<file path="src/rtl/alu_op_sequencer.sv">
// alu_op_sequencer: initiator for the ALU operand/result interface; issues one op, waits, returns z.
// Latency: accept at edge N -> rsp_valid after edge N+SETTLE_CYCLES; rejected request -> after edge N+1.
// Backpressure: req_ready only while idle (busy requests are dropped, not queued); response held until rsp_ready.
//
// Ports:
//   Clk, Rst_n        clock, synchronous active-low reset
//   req_*             request handshake: op code, pc-increment flag, operands a/b
//   alu_*             registered operand/control drive to the ALU, held stable between accepts
//   alu_z             ALU result, captured SETTLE_CYCLES after issue
//   rsp_*             response handshake: lo/hi result words, error flag
//   busy              high whenever a request is in flight
//
// Build option: define ALU_SEQ_DIV_ZERO_TRAP_EN to reject divide-by-zero before issue
// (error response with lo = all ones, hi = dividend). Default build issues it to the ALU.

module alu_op_sequencer #(
  parameter int DATA_W        = 32,
  parameter int SETTLE_CYCLES = 2
) (
  input  logic                Clk,
  input  logic                Rst_n,
  input  logic                req_valid,
  output logic                req_ready,
  input  logic [3:0]          req_op,
  input  logic                req_pc_inc,
  input  logic [DATA_W-1:0]   req_a,
  input  logic [DATA_W-1:0]   req_b,
  output logic [DATA_W-1:0]   alu_reg1,
  output logic [DATA_W-1:0]   alu_reg2,
  output logic [3:0]          alu_control,
  output logic                alu_inc_pc,
  input  logic [2*DATA_W-1:0] alu_z,
  output logic                rsp_valid,
  input  logic                rsp_ready,
  output logic [DATA_W-1:0]   rsp_lo,
  output logic [DATA_W-1:0]   rsp_hi,
  output logic                rsp_err,
  output logic                busy
);

  typedef enum logic [1:0] {
    ST_IDLE = 2'd0,
    ST_WAIT = 2'd1,
    ST_RESP = 2'd2
  } state_t;

  localparam logic [3:0] CNT_LOAD = 4'(SETTLE_CYCLES - 1);

  state_t     state;
  logic [3:0] cnt;
  // Set when the accepted request was screened out; the WAIT pass then
  // leaves the pre-loaded error response untouched instead of sampling alu_z.
  logic       rejected;

  logic illegal_op;
  logic div_trap;
  logic reject;

  always_comb begin
    illegal_op = !req_pc_inc && (req_op >= 4'd12);
`ifdef ALU_SEQ_DIV_ZERO_TRAP_EN
    div_trap   = !req_pc_inc && (req_op == 4'd0) && (req_b == '0);
`else
    div_trap   = 1'b0;
`endif
    reject     = illegal_op || div_trap;
  end

  always_ff @(posedge Clk) begin
    if (!Rst_n) begin
      state       <= ST_IDLE;
      cnt         <= '0;
      rejected    <= 1'b0;
      req_ready   <= 1'b1;
      busy        <= 1'b0;
      alu_reg1    <= '0;
      alu_reg2    <= '0;
      alu_control <= '0;
      alu_inc_pc  <= 1'b0;
      rsp_valid   <= 1'b0;
      rsp_lo      <= '0;
      rsp_hi      <= '0;
      rsp_err     <= 1'b0;
    end else begin
      case (state)
        ST_IDLE: begin
          if (req_valid && req_ready) begin
            req_ready <= 1'b0;
            busy      <= 1'b1;
            state     <= ST_WAIT;
            if (reject) begin
              // ALU is not touched; the error response is staged now (rsp_valid
              // is still low) and released after a single WAIT cycle.
              rejected <= 1'b1;
              cnt      <= '0;
              rsp_err  <= 1'b1;
              rsp_lo   <= div_trap ? '1 : '0;
              rsp_hi   <= div_trap ? req_a : '0;
            end else begin
              rejected    <= 1'b0;
              cnt         <= CNT_LOAD;
              alu_reg1    <= req_a;
              alu_reg2    <= req_b;
              alu_control <= req_op;
              alu_inc_pc  <= req_pc_inc;
            end
          end
        end

        ST_WAIT: begin
          if (cnt == 4'd0) begin
            state     <= ST_RESP;
            rsp_valid <= 1'b1;
            if (!rejected) begin
              rsp_err <= 1'b0;
              rsp_lo  <= alu_z[DATA_W-1:0];
              // Only div (0) and mul (1) produce a meaningful upper word.
              rsp_hi  <= (!alu_inc_pc && (alu_control < 4'd2)) ? alu_z[2*DATA_W-1:DATA_W] : '0;
            end
          end else begin
            cnt <= cnt - 4'd1;
          end
        end

        ST_RESP: begin
          if (rsp_ready) begin
            state     <= ST_IDLE;
            rsp_valid <= 1'b0;
            busy      <= 1'b0;
            req_ready <= 1'b1;
          end
        end

        default: begin
          state     <= ST_IDLE;
          rsp_valid <= 1'b0;
          busy      <= 1'b0;
          req_ready <= 1'b1;
        end
      endcase
    end
  end

endmodule

</file>
<file path="config.mk">
export PLATFORM = sky130hd
export DESIGN_NAME = alu_op_sequencer
export DESIGN_NICKNAME = d
export VERILOG_FILES = /design/src/rtl/alu_op_sequencer.sv
export SDC_FILE = /design/constraint.sdc
export NUM_CORES = 1
export LEC_CHECK = 0
export CORE_UTILIZATION = 40
export DETAILED_ROUTE_END_ITERATION = 8
export PLACE_DENSITY = 0.85
export SLEW_MARGIN = 40
export SYNTH_ARGS = -nofsm -noshare
export SYNTH_HDL_FRONTEND = slang
export SYNTH_SLANG_ARGS = --single-unit
</file>
<file path="constraint.sdc">
create_clock -name Clk -period 2.3 [get_ports Clk]
set_input_delay 0.46 -clock Clk [delete_from_list [all_inputs] [get_ports Clk]]
set_output_delay 0.46 -clock Clk [all_outputs]
set_load 0.02 [all_outputs]
</file>
== Yosys cells after proc, flatten, opt, wreduce, memory -nomap -nowiden ==
Cells that the tools add are included.

* Add/sub/neg operators: 1
* Order comparisons: 2
* Eq/ne operators: 8
* Mux-type cells: 31
* Bitwise gates (word level): 3
* Reductions and logical operators: 15

{| class="wikitable"
|+ Operators with widths
! cell !! number
|-
| 32-bit 2-to-1 mux || 7
|-
| 32-bit one-hot mux with 2 select lines || 2
|-
| 3-bit AND reduction || 5
|-
| 2-bit inequality test (second input constant) || 6
|-
| 1-bit 2-to-1 mux || 11
|-
| 1-bit one-hot mux with 3 select lines || 3
|-
| 4-bit 2-to-1 mux || 2
|-
| 4-bit one-hot mux with 2 select lines || 1
|-
| 2-bit 2-to-1 mux || 3
|-
| 2-bit one-hot mux with 3 select lines || 1
|-
| 5-bit AND reduction || 1
|-
| 4-bit greater-or-equal comparator (second input constant) || 1
|-
| 4-bit logical NOT || 1
|-
| 4-bit by 2-bit < comparator with 1-bit output (second input constant) || 1
|-
| 4-bit by 1-bit subtractor with 4-bit output (second input constant) || 1
|-
| 1-bit logical AND || 3
|-
| 1-bit inverter || 3
|-
| 2-bit by 1-bit == test with 1-bit output (second input constant) || 1
|-
| 2-bit == test (second input constant) || 1
|-
| 1-bit logical NOT || 2
|-
| 2-bit logical NOT || 1
|-
| 1-bit one-hot mux with 2 select lines || 1
|-
| 2-bit AND reduction || 1
|-
| 2-bit nonzero test || 1
|}

* Bits in registers: 144
* Bits of input ports: 137
* Output and inout bits: 137
* Logic and storage cells: 73

== Logic depth before layout (Yosys ltp) ==
Gate-level depths: netlist (run 1).

* Depth after elaboration: 6
* Mapped depth: 7
* Mapped depth without buffers: 5

== Worst setup path after synthesis (run 1) ==
OpenSTA, ideal clock, no wires.

* Path type: register -> register
* Start point: register cnt[0]
* End point: register rsp_lo[10]
* Setup time: 117 ps
* Arrival: 1509 ps
* Required time: 2183 ps
* Slack: 674 ps
* Cell stages (with the launch flop): 7
* Buffers on the path: 1
* Clock period less this slack: 1626 ps
* Cells stage by stage: dfxtp_1 inv_1 ha_1 nor3b_2 a21boi_2 buf_2 a32o_1

* Longest elaborated chain between the ends: 3

{| class="wikitable"
|+ Ends and longest elaborated chain
! element !! RTL line !! text
|-
| from (decl) || 50 || <nowiki>logic [3:0] cnt;</nowiki>
|-
| from (signal assigned) || 121 || <nowiki>cnt <= cnt - 4'd1;</nowiki>
|-
| 4-bit logical NOT || 111 || <nowiki>if (cnt == 4'd0) begin</nowiki>
|-
| 2-bit inequality test (no line) || -- ||
|-
| 5-bit AND reduction (no line) || -- ||
|-
| to (signal assigned) || 97 || <nowiki>rsp_lo <= div_trap ? '1 : '0;</nowiki>
|-
| to (signal assigned) || 116 || <nowiki>rsp_lo <= alu_z[DATA_W-1:0];</nowiki>
|-
| to (decl) || 35 || <nowiki>output logic [DATA_W-1:0] rsp_lo,</nowiki>
|}

Every way passes these cells.
A chain may end at the register's enable or synchronous reset.

== Worst setup path after layout (run 1) ==
* Start point: register alu_inc_pc
* End point: output port alu_inc_pc

{| class="wikitable"
|+ RTL lines
! element !! RTL line !! text
|-
| from (decl) || 31 || <nowiki>output logic alu_inc_pc,</nowiki>
|-
| from (signal assigned) || 105 || <nowiki>alu_inc_pc <= req_pc_inc;</nowiki>
|}

No word-level cell between the ends.

==> results of run 1 <==
-- cells in the final DEF, fill, tap and decap left out, drive strengths merged, types with 2 or more instances in the layout --
cell,netlist,layout
clkdlybuf4s50,0,272
buf,25,20
nand2b,2,2
ha,2,2
o21a,2,2
dfxtp,144,144
clkbuf,39,18
nor2,3,3
nand3,98,98
or4,2,2
a21boi,73,73
nor3b,4,4
a21oi,3,3
o221a,2,2
a32o,18,18
inv,3,5
or3,2,2
bufinv,0,5
mux2i,46,46
o21ai,70,70
nand2,66,66
clkinv,0,6
and3b,3,3
-- worst max-delay path by stage --
stage / start / end / slack, ns / cells past startpoint
2_1_floorplan: cnt[0]$_SDFFE_PN0P_ / rsp_lo[10]$_SDFFE_PN0P_ / 0.67 / 6
3_3_place_gp: req_valid / rsp_lo[17]$_SDFFE_PN0P_ / 0.12 / 5
3_5_place_dp: req_valid / rsp_lo[14]$_SDFFE_PN0P_ / 0.06 / 5
4_1_cts: alu_control[3]$_SDFFE_PN0P_ / alu_control[3] / 0.30 / 1
5_1_grt: cnt[0]$_SDFFE_PN0P_ / rsp_lo[25]$_SDFFE_PN0P_ / 0.16 / 6
6_report: alu_inc_pc$_SDFFE_PN0P_ / alu_inc_pc / 0.32 / 1
-- through the flow --
step,total power (µW),setup slack [ns]
6_report,7009,0.3181
4_1_cts,7061,0.2961
3_5_place_dp,4063,0.06362
3_3_place_gp,4050,0.1168
2_1_floorplan,3437,0.6740
5_1_grt,7299,0.1640
-- flip-flops by register name, summed over array words and instances (netlist names) --
name,flops
rejected,1
cnt,4
rsp_err,1
state,2
alu_reg1,32
busy,1
rsp_hi,32
alu_control,4
alu_reg2,32
req_ready,1
alu_inc_pc,1
rsp_lo,32
rsp_valid,1
-- per-layer routing --
| metal | wire, µm | track usage, % | part of all wire [%] |
|---|---|---|---|
| met1 | 7073 | 26.72 | 41 |
| met5 | 0 | 0 | 0 |
| met2 | 8501 | 37.89 | 50 |
| met3 | 1115 | 7.288 | 6.5 |
| met4 | 415 | 7.851 | 2.4 |
-- area by class of cell --
| cell class | count | area, µm² | share of cell area (%) |
|---|---|---|---|
| sequential | 144 | 2883 | 30.88 |
| multi-input combinational | 409 | 2628 | 28.14 |
| clock buffer | 18 | 429.2 | 4.597 |
| inverter | 3 | 11.26 | 0.1206 |
| tap | 180 | 225.2 | 2.412 |
| timing repair buffer | 292 | 2948 | 31.57 |
| clock inverter | 14 | 212.7 | 2.278 |
-- cells by family after synthesis --
kind of cell               after synthesis  synth area share (%)
AOI/OAI and AO/OA                      173                 20.28
adders and majority gates                2                0.4277
muxes                                   46                 7.872
buffers and inverters                   67                 6.310
and+or+nand+nor                        188                 15.83
DFF                                    144                 49.28
-- power by group --
part | internal (µW) | switching (µW)
clock network | 1930 | 1070
logic | 663 | 635
registers | 2630 | 80.4
==> results_dict.tcl, run 1 <==
set metrics [dict create \
    tns_ns 0 \
    holdWs_ns 0.3301 \
    slew_headroom_pct 46.30 \
    path_cells "clkdlybuf4s50_1" \
    grt_max_degree 115 \
    cpLargestDelayFamily "buffers and inverters" \
    vdd_ir_drop_max_v 0.0007720 \
    hold_viol_final 0 \
    drive_above_1_share_pct 7.273 \
    place_area_um2 8695 \
    crit_buf_inv 1 \
    synth.most_common_cell "dfxtp_1" \
    grt_pass1_vias 5293 \
    grt_pass1_wl_mm 26.61 \
    status "finished clean" \
    drv_cap 0 \
    hold_depth 2 \
    dp_cells 1028 \
    drcViolationCount 0 \
    h-tree-depth 4 \
    max_freq_ghz 0.5046 \
    insertedDiodeCount 0 \
    syn-instance-count 620 \
    synth_cell_types 41 \
    synth_flop_cell "dfxtp_1" \
    core-area_um2 14100 \
    clk_path_buf_depth 2 \
    setup_viol 0 \
    crit_path_max_incr_delay_ns 0.70 \
    cts_num_sinks 144 \
    reg2reg_to "rsp_lo[25]$_SDFFE_PN0P_" \
    synth.avg_cell_area_um2 9.434 \
    yosys_register_bits 144 \
    hold_start "Rst_n" \
    postCtsSetupRepairBufs 0 \
    cp_slowest_cell "clkdlybuf4s50_1" \
    grt_setup_unrepaired "false" \
    synth_commonest_cells "144 x dfxtp_1, 98 x nand3_1, 70 x o21ai_0" \
    crit_required_ns 1.84 \
    fin_skew_ns 0.005365 \
    cp-end-kind "primary output" \
    netlist_top_cells_area "dfxtp_1 49%, nand3_1 8.4%, mux2i_1 7.9%" \
    worstMarginPinSlew_ns 0.8008 \
    synth.top_cell.area_share_pct 49.28 \
    syn-cell-area_um2 5849 \
    worstRegToRegCells 6 \
    min_path_type "in -> reg" \
    cts_resized 0 \
    drt-initial-drc-count 335 \
    final_util_pct 66.23 \
    final_area_um2 9336 \
    r2r_setup_slack_ns 0.38 \
    layout.cells.non_filler 1060 \
    avgViaCountPerCell 5.213 \
    final.period_utilization_pct 86.17 \
    clock_latency_ns 0.41 \
    holdBufCountCts 0 \
    gp_congestion 0.7715 \
    area_growth_pct 59.61 \
    portBuffers 273 \
    maxSlewViolCount 0 \
    ys.warnings.count 0 \
    path_class "reg -> out" \
    path_clk_slew_ns 0.06 \
    routedWlPerCell_um 16.14 \
    dieArea_um2 15110 \
    synth_nets 759 \
    power_density_nw_per_um2 750.7 \
    grt_use_total_pct 22.47 \
    rows 43 \
    dr_total_vias 5526 \
    die_w_um 122.9 \
    synth-edff-count 0 \
    clockRootBuffer "clkbuf_16" \
    fin_crit_ns 1.982 \
    worstPathArrival_ns 1.52 \
    cts_made_buffers 17 \
    yosys.area.top_type "dfxtp_1" \
    die_h_um 122.9 \
    antenna_found_initial 0 \
    min_to "req_ready$_SDFFE_PN1P_" \
    p_leak_uw 0.003264 \
    ys_async_sr_fraction_pct 0 \
    final_nets 1006 \
    ios 274 \
    crit_path_max_fanout 3 \
    firstDrtPassIters 4 \
    start_util_pct 41.50 \
    fillers 1118 \
    yosysSeqAreaShare_pct 49.28 \
    postRouteAntennaNets 0 \
    globalRouteOverflowTotal 0 \
    rr_startpoint "cnt[0]$_SDFFE_PN0P_" \
    critPathLaunchType "register" \
    cts_tree "built" \
    dp_hpwl_mm 11.64 \
    routed_wl_mm 17.11 \
]
Power figures use the tool's default switching activity.
==> run 2: changes to the inputs <==
Settings changed: CORE_ASPECT_RATIO set to 0.75, REMOVE_ABC_BUFFERS set to 1.
==> run 2 against run 1 <==
Final cell count grew 1.8%. Via count rose by 0.33%. Critical path depth up 5. Final area barely moved. Total power fell by 4.9%. Hold slack better by 0.050 ns. Utilization grew 0.54 points. Clock skew up 0.0069 ns. Register-to-register slack got worse by 0.03 ns. Clock power shrank 12%. Wire length fell by 0.19%. First-iteration DRC count is 22% lower. Critical endpoint is now rsp_hi[11]$_SDFFE_PN0P_. Highest routed layer unchanged.
==> results_dict.tcl, run 2 (synthesis gave the netlist of run 1 again) <==
set metrics [dict create \
    status "finished clean" \
    path_clk_slew_ns 0.07 \
    clockPowerShare_pct 39.6 \
    postRouteAntennaNets 0 \
    use_met3_pct 7.995 \
    power_density_nw_per_um2 714.3 \
    area_growth_pct 59.59 \
    grt_pass1_wl_mm 27.58 \
    routedWlPerCell_um 15.82 \
    worstMarginPinSlew_ns 0.6299 \
    crit_path_max_incr_delay_ns 0.54 \
    min_path_type "in -> reg" \
    crit_path_max_fanout 12 \
    drcViolationCount 0 \
    fillers 1167 \
    hold_viol_final 0 \
    final_cell_mix "272 x clkdlybuf4s50_1, 144 x dfxtp_1, 98 x nand3_1" \
    dp_hpwl_mm 11.92 \
    start_util_pct 41.84 \
    avgViaCountPerCell 5.138 \
    postCtsSetupRepairBufs 0 \
    h-tree-depth 4 \
    grt_max_degree 113 \
    switching_share_pct 27.35 \
    final_nets 1010 \
    crit_buf_inv 2 \
    p_int_uw 4844 \
    clockRootBuffer "clkbuf_16" \
    antenna_found_initial 0 \
    use_met2_pct 36.63 \
    globalRouteOverflowTotal 0 \
    tns_ns 0 \
    cts_tree "built" \
    grt_setup_unrepaired "false" \
    routed_wl_mm 17.07 \
    drive_above_1_share_pct 7.692 \
    cp_slowest_cell "nor3b_2" \
    rr_startpoint "cnt[0]$_SDFFE_PN0P_" \
    path_class "reg -> reg" \
    max_freq_ghz 0.5140 \
    reg2reg_to "rsp_hi[11]$_SDFFE_PN0P_" \
    drt-initial-drc-count 262 \
    worstRegToRegCells 6 \
    crit_required_ns 2.63 \
    fin_skew_ns 0.01226 \
    core-area_um2 13980 \
    min_to "req_ready$_SDFFE_PN1P_" \
    r2r_setup_slack_ns 0.35 \
    final.period_utilization_pct 84.60 \
    maxSlewViolCount 0 \
    grt_use_total_pct 22.81 \
    firstDrtPassIters 5 \
    rows 37 \
    cts_resized 0 \
    cpLargestDelayFamily "simple AND/OR/NAND/NOR gates" \
    cp-end-kind "register" \
    worstPathArrival_ns 2.28 \
    power_frac_seq_pct 40.7 \
    p_leak_uw 0.003248 \
    place_area_um2 8756 \
    critPathLaunchType "register" \
    use_met1_pct 27.93 \
    drv_cap 0 \
    die_w_um 141.6 \
    cts_made_buffers 17 \
    vdd_ir_drop_max_v 0.0005946 \
    p_total_uw 6668 \
    holdBufCountCts 0 \
    grt_pass1_vias 5394 \
    gp_congestion 0.7783 \
    insertedDiodeCount 0 \
    hold_start "Rst_n" \
    path_cells "inv_1 > ha_1 > nor3b_2 > a22o_4 > buf_12 > mux2i_1" \
    comb_power_share_pct 19.7 \
    clk_path_buf_depth 2 \
    final_area_um2 9335 \
    mostFrequentLayoutCell "clkdlybuf4s50_1" \
    portBuffers 273 \
    clock_latency_ns 0.41 \
    ios 274 \
    die_h_um 106.7 \
    p_sw_uw 1823 \
    dieArea_um2 15120 \
    top_usage_layer "met2" \
    dr_total_vias 5544 \
    hold_depth 2 \
    setup_viol 0 \
    cts_num_sinks 144 \
    fin_crit_ns 1.946 \
    slew_headroom_pct 57.82 \
    holdWs_ns 0.3802 \
]
[run 2: layout make-up]
| class | count | area, µm² | area share (%) |
|---|---|---|---|
| well taps | 195 | 244.0 | 2.614 |
| clock buffers | 19 | 442.9 | 4.745 |
| inverters | 3 | 11.26 | 0.1206 |
| multi-input cells | 409 | 2635 | 28.23 |
| flip-flops and latches | 144 | 2883 | 30.88 |
| repair buffers | 296 | 2990 | 32.03 |
| clock inverters | 13 | 128.9 | 1.381 |
[run 2: power by group through the flow]
stage	combinational (µW)	sequential (µW)	clock, µW
global placement	1310	2760	0
global route	1420	2730	2810
CTS	1320	2710	2710
finish	1320	2710	2640
floorplan	422	2910	0
detailed placement	1320	2770	0
[run 2: worst max path at each step]
stage / from / to / cells after the start
finish: cnt[0]$_SDFFE_PN0P_ / rsp_hi[11]$_SDFFE_PN0P_ / 6
global route: cnt[0]$_SDFFE_PN0P_ / rsp_hi[28]$_SDFFE_PN0P_ / 6
CTS: alu_control[1]$_SDFFE_PN0P_ / alu_control[1] / 1
detailed placement: req_valid / alu_reg1[24]$_SDFFE_PN0P_ / 6
global placement: req_valid / alu_reg1[30]$_SDFFE_PN0P_ / 6
floorplan: req_valid / rsp_lo[0]$_SDFFE_PN0P_ / 3
[run 2: worst reg2reg max path, stage by stage, from the launching register on]
cell     delay (ns)
dfxtp_1        0.33
inv_1          0.08
ha_1           0.16
nor3b_2        0.54
a22o_4         0.37
buf_12         0.20
mux2i_1        0.20
[run 2: per-layer routing]
layer  share of wire (%)  wire length [µm]  up-vias
li1                    -                 -     2715
met1                  44              7562     2605
met2                  45              7735      192
met3                 7.8              1325       32
met4                 2.6               449        0
met5                   0                 0        -
[run 2: metrics by stage]
step | std cells | worst slack (ns) | util (%)
2_1_floorplan | 556 | -4.910 | -
3_3_place_gp | 1047 | 0.2128 | 62.63
3_5_place_dp | 1047 | 0.1404 | 62.63
4_1_cts | 1079 | 0.3325 | 66.72
5_1_grt | 1079 | 0.1920 | 66.77
6_report | 1079 | 0.3543 | 66.77
